### src/rtl/wb_pkg.sv
// Shared constants for the writeback stage: default widths and the
// source index map. Index order is program order for captures that
// land in the same cycle, so EX must stay below LSU.
package wb_pkg;

    localparam int XLEN       = 32;
    localparam int RF_ADDR_W  = 5;
    localparam int WB_NUM_SRC = 2;

    localparam int WB_SRC_EX  = 0;
    localparam int WB_SRC_LSU = 1;
    localparam int WB_SRC_MD  = 2;

endpackage

### src/rtl/wb_age_arb.sv
// Oldest-first arbiter over NUM_SRC slots using an older-than matrix.
// Latency: grant is combinational from registered age/valid state; matrix updates on capture.
// Backpressure: none here; the parent throttles sources by freeing slots only on grant.
module wb_age_arb
    import wb_pkg::*;
#(
    parameter int NUM_SRC = WB_NUM_SRC
) (
    input  logic                             clk_i,
    input  logic                             rst_ni,
    input  logic [NUM_SRC-1:0]               valid_i,
    input  logic [NUM_SRC-1:0]               capture_i,
    output logic [NUM_SRC-1:0]               grant_o,
    output logic [NUM_SRC-1:0][NUM_SRC-1:0]  older_o
);

    // older_q[i][j] = 1 means slot i holds an entry older than slot j
    logic [NUM_SRC-1:0][NUM_SRC-1:0] older_q, older_d;

    assign older_o = older_q;

    // A captured slot becomes younger than every held entry; same-cycle captures order by index
    always_comb begin
        older_d = older_q;
        for (int i = 0; i < NUM_SRC; i++) begin
            if (capture_i[i]) begin
                for (int j = 0; j < NUM_SRC; j++) begin
                    if (j != i) begin
                        if (capture_i[j]) begin
                            older_d[i][j] = (i < j);
                        end else begin
                            older_d[i][j] = 1'b0;
                            older_d[j][i] = 1'b1;
                        end
                    end
                end
            end
        end
    end

    // Age matrix register, cleared on reset
    always_ff @(posedge clk_i or negedge rst_ni) begin
        if (!rst_ni) begin
            older_q <= '0;
        end else begin
            older_q <= older_d;
        end
    end

    // Grant the valid slot that is older than every other valid slot
    always_comb begin
        grant_o = '0;
        for (int i = 0; i < NUM_SRC; i++) begin
            grant_o[i] = valid_i[i];
            for (int j = 0; j < NUM_SRC; j++) begin
                if (j != i && valid_i[j] && !older_q[i][j]) begin
                    grant_o[i] = 1'b0;
                end
            end
        end
    end

endmodule

### src/rtl/wb_multi_src_arb.sv
// Merges NUM_SRC writeback sources through one-entry slots onto a registered RF write port.
// Latency: accept in N, slot valid/grant in N+1, rf_we_o in N+2; forwarding is combinational.
// Backpressure: src_ready_o is low only while a held slot waits behind older entries.
module wb_multi_src_arb
    import wb_pkg::*;
#(
    parameter int NUM_SRC = WB_NUM_SRC,
    parameter int DATA_W  = XLEN,
    parameter int ADDR_W  = RF_ADDR_W,
    parameter int NUM_FWD = 2
) (
    input  logic                             clk_i,
    input  logic                             rst_ni,
    input  logic [NUM_SRC-1:0]               src_valid_i,
    output logic [NUM_SRC-1:0]               src_ready_o,
    input  logic [NUM_SRC-1:0]               src_we_i,
    input  logic [NUM_SRC-1:0][ADDR_W-1:0]   src_waddr_i,
    input  logic [NUM_SRC-1:0][DATA_W-1:0]   src_wdata_i,
    output logic                             rf_we_o,
    output logic [ADDR_W-1:0]                rf_waddr_o,
    output logic [DATA_W-1:0]                rf_wdata_o,
    input  logic [NUM_FWD-1:0][ADDR_W-1:0]   fwd_addr_i,
    output logic [NUM_FWD-1:0]               fwd_hit_o,
    output logic [NUM_FWD-1:0][DATA_W-1:0]   fwd_data_o,
    output logic                             busy_o
);

    logic [NUM_SRC-1:0]               slot_vld_q, slot_vld_d;
    logic [NUM_SRC-1:0][ADDR_W-1:0]   slot_addr_q, slot_addr_d;
    logic [NUM_SRC-1:0][DATA_W-1:0]   slot_data_q, slot_data_d;
    logic [NUM_SRC-1:0]               grant, accept, load;
    logic [NUM_SRC-1:0][NUM_SRC-1:0]  older;
    logic                             rf_we_q, rf_we_d;
    logic [ADDR_W-1:0]                rf_waddr_q, rf_waddr_d;
    logic [DATA_W-1:0]                rf_wdata_q, rf_wdata_d;
    logic [NUM_FWD-1:0][NUM_SRC-1:0]  fwd_match, fwd_sel;

    // Ready comes from registered state only: empty slot, or slot draining this cycle
    assign src_ready_o = ~slot_vld_q | grant;
    assign accept      = src_valid_i & src_ready_o;

    assign rf_we_o    = rf_we_q;
    assign rf_waddr_o = rf_waddr_q;
    assign rf_wdata_o = rf_wdata_q;
    assign busy_o     = (|slot_vld_q) | rf_we_q;

    // Only real writes occupy a slot; x0 and non-writing requests are dropped on accept
    always_comb begin
        load = '0;
        for (int i = 0; i < NUM_SRC; i++) begin
            load[i] = accept[i] & src_we_i[i] & (src_waddr_i[i] != '0);
        end
    end

    wb_age_arb #(
        .NUM_SRC (NUM_SRC)
    ) u_age_arb (
        .clk_i     (clk_i),
        .rst_ni    (rst_ni),
        .valid_i   (slot_vld_q),
        .capture_i (load),
        .grant_o   (grant),
        .older_o   (older)
    );

    // Slot next state: a granted slot frees and may be refilled in the same cycle
    always_comb begin
        slot_vld_d  = slot_vld_q & ~grant;
        slot_addr_d = slot_addr_q;
        slot_data_d = slot_data_q;
        for (int i = 0; i < NUM_SRC; i++) begin
            if (load[i]) begin
                slot_vld_d[i]  = 1'b1;
                slot_addr_d[i] = src_waddr_i[i];
                slot_data_d[i] = src_wdata_i[i];
            end
        end
    end

    // RF stage next state: one-hot OR-mux of the granted slot, zero when idle
    always_comb begin
        rf_we_d    = |grant;
        rf_waddr_d = '0;
        rf_wdata_d = '0;
        for (int i = 0; i < NUM_SRC; i++) begin
            if (grant[i]) begin
                rf_waddr_d = rf_waddr_d | slot_addr_q[i];
                rf_wdata_d = rf_wdata_d | slot_data_q[i];
            end
        end
    end

    // Slot and RF output registers; reset discards pending entries without a write
    always_ff @(posedge clk_i or negedge rst_ni) begin
        if (!rst_ni) begin
            slot_vld_q  <= '0;
            slot_addr_q <= '0;
            slot_data_q <= '0;
            rf_we_q     <= 1'b0;
            rf_waddr_q  <= '0;
            rf_wdata_q  <= '0;
        end else begin
            slot_vld_q  <= slot_vld_d;
            slot_addr_q <= slot_addr_d;
            slot_data_q <= slot_data_d;
            rf_we_q     <= rf_we_d;
            rf_waddr_q  <= rf_waddr_d;
            rf_wdata_q  <= rf_wdata_d;
        end
    end

    // Per forwarding port: which valid slots hold the queried non-zero address
    always_comb begin
        fwd_match = '0;
        for (int p = 0; p < NUM_FWD; p++) begin
            for (int i = 0; i < NUM_SRC; i++) begin
                fwd_match[p][i] = slot_vld_q[i] && (fwd_addr_i[p] != '0)
                                  && (slot_addr_q[i] == fwd_addr_i[p]);
            end
        end
    end

    // Keep only the youngest matching slot: every other match must be older than it
    always_comb begin
        fwd_sel = '0;
        for (int p = 0; p < NUM_FWD; p++) begin
            for (int i = 0; i < NUM_SRC; i++) begin
                fwd_sel[p][i] = fwd_match[p][i];
                for (int j = 0; j < NUM_SRC; j++) begin
                    if (j != i && fwd_match[p][j] && !older[j][i]) begin
                        fwd_sel[p][i] = 1'b0;
                    end
                end
            end
        end
    end

    // Forward the youngest slot hit, else the RF stage, else nothing
    always_comb begin
        fwd_hit_o  = '0;
        fwd_data_o = '0;
        for (int p = 0; p < NUM_FWD; p++) begin
            if (|fwd_sel[p]) begin
                fwd_hit_o[p] = 1'b1;
                for (int i = 0; i < NUM_SRC; i++) begin
                    if (fwd_sel[p][i]) begin
                        fwd_data_o[p] = fwd_data_o[p] | slot_data_q[i];
                    end
                end
            end else if (rf_we_q && (fwd_addr_i[p] != '0) && (rf_waddr_q == fwd_addr_i[p])) begin
                fwd_hit_o[p]  = 1'b1;
                fwd_data_o[p] = rf_wdata_q;
            end
        end
    end

endmodule

### config.mk
export PLATFORM = sky130hd
export DESIGN_NAME = wb_multi_src_arb
export DESIGN_NICKNAME = d
export VERILOG_FILES = /design/src/rtl/wb_pkg.sv /design/src/rtl/wb_age_arb.sv /design/src/rtl/wb_multi_src_arb.sv
export SDC_FILE = /design/constraint.sdc
export NUM_CORES = 1
export LEC_CHECK = 0
export CAP_MARGIN = 20
export CORE_AREA = 2 2 124 126
export DETAILED_ROUTE_END_ITERATION = 6
export DIE_AREA = 0 0 126 128
export PLACE_DENSITY = 0.8
export SYNTH_ARGS = -nofsm -noshare
export SYNTH_HDL_FRONTEND = slang
export SYNTH_HIERARCHICAL = 1
export SYNTH_SLANG_ARGS = --single-unit
### constraint.sdc
create_clock -name clk_i -period 2.1 [get_ports clk_i]
set_input_delay 0.315 -clock clk_i [delete_from_list [all_inputs] [get_ports clk_i]]
set_output_delay 0.315 -clock clk_i [all_outputs]
set_load 0.005 [all_outputs]
# [After elaboration in Yosys (flattened, before gate mapping)]
# Cells that the tools add are included.
# Widths: inputs -> output; s select.
[totals] in_bits=90 reg_bits=116
[classes] n_mux=31 n_bitwise=14 n_eq_ne=6 n_reduce_logical=29
[ops] operator="$mux 32" n=12
[ops] operator="$or 32x32->32" n=3
[ops] operator="$eq 5x5->1" n=6
[ops] operator="$reduce_bool 5->1" n=4
[ops] operator="$logic_and 1x1->1" n=18
[ops] operator="$mux 1" n=15
[ops] operator="$mux 5" n=2
[ops] operator="$reduce_or 2->1" n=4
[ops] operator="$or 5x5->5" n=1
[ops] operator="$and 1x1->1" n=4
[ops] operator="$and 2x2->2" n=2
[ops] operator="$mux 2" n=2
[ops] operator="$not 2->2" n=2
[ops] operator="$logic_not 1->1" n=2
[ops] operator="$or 2x2->2" n=1
[ops] operator="$reduce_bool 2->1" n=1
[ops] operator="$or 1x1->1" n=1

# [Depth between registers and ports, before layout]
[depth] word_depth=11 ltp_mapped=10

# [Cells and area by module]
# Netlist, hierarchy kept.
[by_module_without_submodules] mod="wb_multi_src_arb" seq_area_each_um2=2852.7 area_each_um2=5963.2 instances=1 cells_each=653
[by_module_without_submodules] mod="wb_age_arb" seq_area_each_um2=50.0 area_each_um2=107.6 instances=1 cells_each=12

# [Least setup slack after synthesis]
# No wires, ideal clock.
[synth_timing] path_type="register to output" start="register slot_addr_q[2] in the netlist's numbering" end="output port fwd_data_o[10] in the netlist's numbering" path_buffers=1 slack_ns=-0.076 arrival_time_ns=1.861 stages_incl_launch_ff=7 cell_sequence="dfrtp_1 -> xor2_1 -> or4b_1 -> o2111ai_1 -> o211ai_4 -> buf_6 -> o221ai_1"
[synth_lines] element="start: declaration" line_no="wb_multi_src_arb.sv:29" text="logic [NUM_SRC-1:0][ADDR_W-1:0] slot_addr_q, slot_addr_d;"
[synth_lines] element="start signal: assignment" line_no="wb_multi_src_arb.sv:104" text="slot_addr_q <= slot_addr_d;"
[synth_lines] element="end: declaration" line_no="wb_multi_src_arb.sv:24" text="output logic [NUM_FWD-1:0][DATA_W-1:0] fwd_data_o,"

==> out/summary.txt <==
Status -> complete, but fails checks
Failing checks -> negative setup slack
Initial antenna violation count -> 0
Slew headroom -> 0.661
Via count -> 6513
Die W -> 126 um
Setup_tns -> -49.56 ns
First-pass GRT wire length -> 35300 um
Final WL -> 23100 um
Clock-pin slew on the worst setup and hold paths -> 0.06 ns
LEAKAGE -> 4.57 nW
Vias per cell -> 5.72
Setup Skew -> 0.00627 ns
FMAX -> 336 MHz
DRT Pass-1 Iters -> 5
Final antenna-violating net count -> 0
Largest net degree at the start of global routing -> 64
CTS tree -> done
Nets@finish -> 1027
Required time worst endpoint -> 1.78 ns
# rows -> 45
H-tree depth -> 4
Avg Cell Area, Syn -> 9.14 um2
Data arrival time of the critical path -> 2.66 ns
Final hold slack -> 0.438 ns
Max clock buf depth -> 2
RSZ-0062 raised after global routing -> yes
Final hold vios -> 0
PD cells -> 1230 mW/mm2
Post-route DRC -> 0
Mapped Nets -> 752
Setup Viol. Count Final -> 66
CTS Buf Count -> 17
Post-DP HPWL -> 14100 um
Vias in the first global route -> 6521
Die area -> 0.0161 mm2
Power Total -> 12.4 mW
Tcrit/Tclk final -> 1.42
I/O pin count -> 197
Fin. max-slew vios -> 0
Mapped cell area -> 0.00605 mm2
Crit path kind -> reg2out
Fill cells -> 1155
Port bufs -> 196
Setup crit end kind -> output port
CP Launch Type -> register
Cells after Synth -> 662
Per-cell routed wire length -> 20.3 um
Share of cells above drive strength 1 -> 0.316
Worst setup margin -> -0.874 ns
Synth warn -> 6
Final cell count without fillers -> 1138
Placeable Area -> 0.0149 mm2
Initial DRC Count -> 602
Ant diodes -> 0
Pin slew with the least headroom to its limit -> 0.509 ns
Placer Congestion -> 0.885
Max_cap viols -> 0
Inst Count DP -> 1075
GRT Total Usage -> 0.283
Clk_lat worst skew -> 0.41 ns
Num Clock Sinks -> 116
CP Max Fanout -> 4
Worst IR drop on VDD -> 0.696 mV
Hold Crit Class -> in2reg
Util after Layout -> 0.679
Period minus WS final -> 2.97 ns
Root Buffer Master -> clkbuf_16
Die Y -> 128 um
Starting Density -> 0.407
Total grt overflow -> 0
Layout area overhead -> 66.9%
==> worst paths after layout <==
| check | end | start | slack [ns] | depth (start not counted) |
|---|---|---|---|---|
| max reg2reg | u_age_arb/older_o[1] | slot_vld_q[1] | 0.13 | 11 |
| max in group asynchronous | slot_data_q[15] | rst_ni | 1.32 | 3 |
| max | fwd_data_o[33] | slot_addr_q[2] | -0.87 | 9 |
| min | slot_data_q[26] | src_wdata_i[26] | 0.44 | 3 |
| min in group asynchronous | rf_we_o | rst_ni | 0.48 | 3 |
| min reg2reg | rf_wdata_o[30] | slot_data_q[62] | 0.49 | 1 |
==> cell type report <==
type	instances	area [um2]	share of cell area
clock inverters	13	150	0.0149
clock buffers	19	453	0.0449
multi-input cells	426	3300	0.326
flip-flops and latches	116	2900	0.288
inverters	69	259	0.0256
well taps	188	235	0.0233
repair buffers	307	2800	0.277
==> flip-flops by register name, summed over array words and instances (netlist names) <==
signal / cells
slot_data_q: 64
rf_wdata_o: 32
slot_addr_q: 10
rf_waddr_o: 5
slot_vld_q: 2
u_age_arb/older_o: 2
rf_we_o: 1
==> timing repair <==
item                       CTS  global route
pin swaps                   42            27
gates resized for setup    350            28
hold buffers                 1             0
setup buffers               25             7
gates cloned                 6             0
setup endpoints to repair   69            73
hold endpoints to repair   116             0
==> routing by layer <==
metal	up-vias	global-route usage	wire [um]	part of all wire
met1	3193	0.362	9400	0.41
met5	-	0	0	0
met2	368	0.469	11300	0.49
met4	0	0.106	443	0.019
li1	2912	-	-	-
met3	40	0.0672	1910	0.083
==> critical path, stage by stage, from the launching register on <==
cell and delay (ns):
dfrtp_1 0.43, xor2_1 0.18, or4b_1 0.54, o2111ai_2 0.25, o211ai_4 0.14, buf_12 0.16
buf_12 0.13, buf_6 0.12, o221ai_4 0.14, buf_2 0.15
==> metrics by stage <==
step / worst slack [ns] / instance area (um2)
3_5_place_dp: -1.21 / 8910
5_1_grt: -0.947 / 10100
6_report: -0.874 / 10100
2_1_floorplan: -0.0263 / 6110
3_3_place_gp: -1.20 / 8910
4_1_cts: -0.898 / 9940
==> power by group <==
part           internal (mW)  switching (mW)  total (mW)  leakage, nW
logic                   2.56            2.77        5.33         2.84
registers               3.25           0.882        4.14         1.45
clock network           1.82            1.09        2.91        0.278
==> cell usage in the layout (no fill, tap or decap), types with 3 or more instances in the layout <==
cell type        count
a22o_1              42
and3_1               3
and3_4               3
buf_12              21
buf_2               65
buf_4               78
buf_6                9
clkbuf_16           17
clkdlybuf4s50_1    118
clkinv_4             4
clkinvlp_4           5
dfrtp_1            115
dlygate4sd2_1       11
inv_1               66
inv_2                3
mux2_2               3
nand2_1            137
nand3_1             65
nor2_1               3
nor3_1               4
o211a_1              3
o211ai_1             3
o21ai_0             30
o21ai_4              3
o221ai_2            49
o221ai_4            14
xnor2_1             16
xor2_1              14
(Power assumes the default switching activity.)
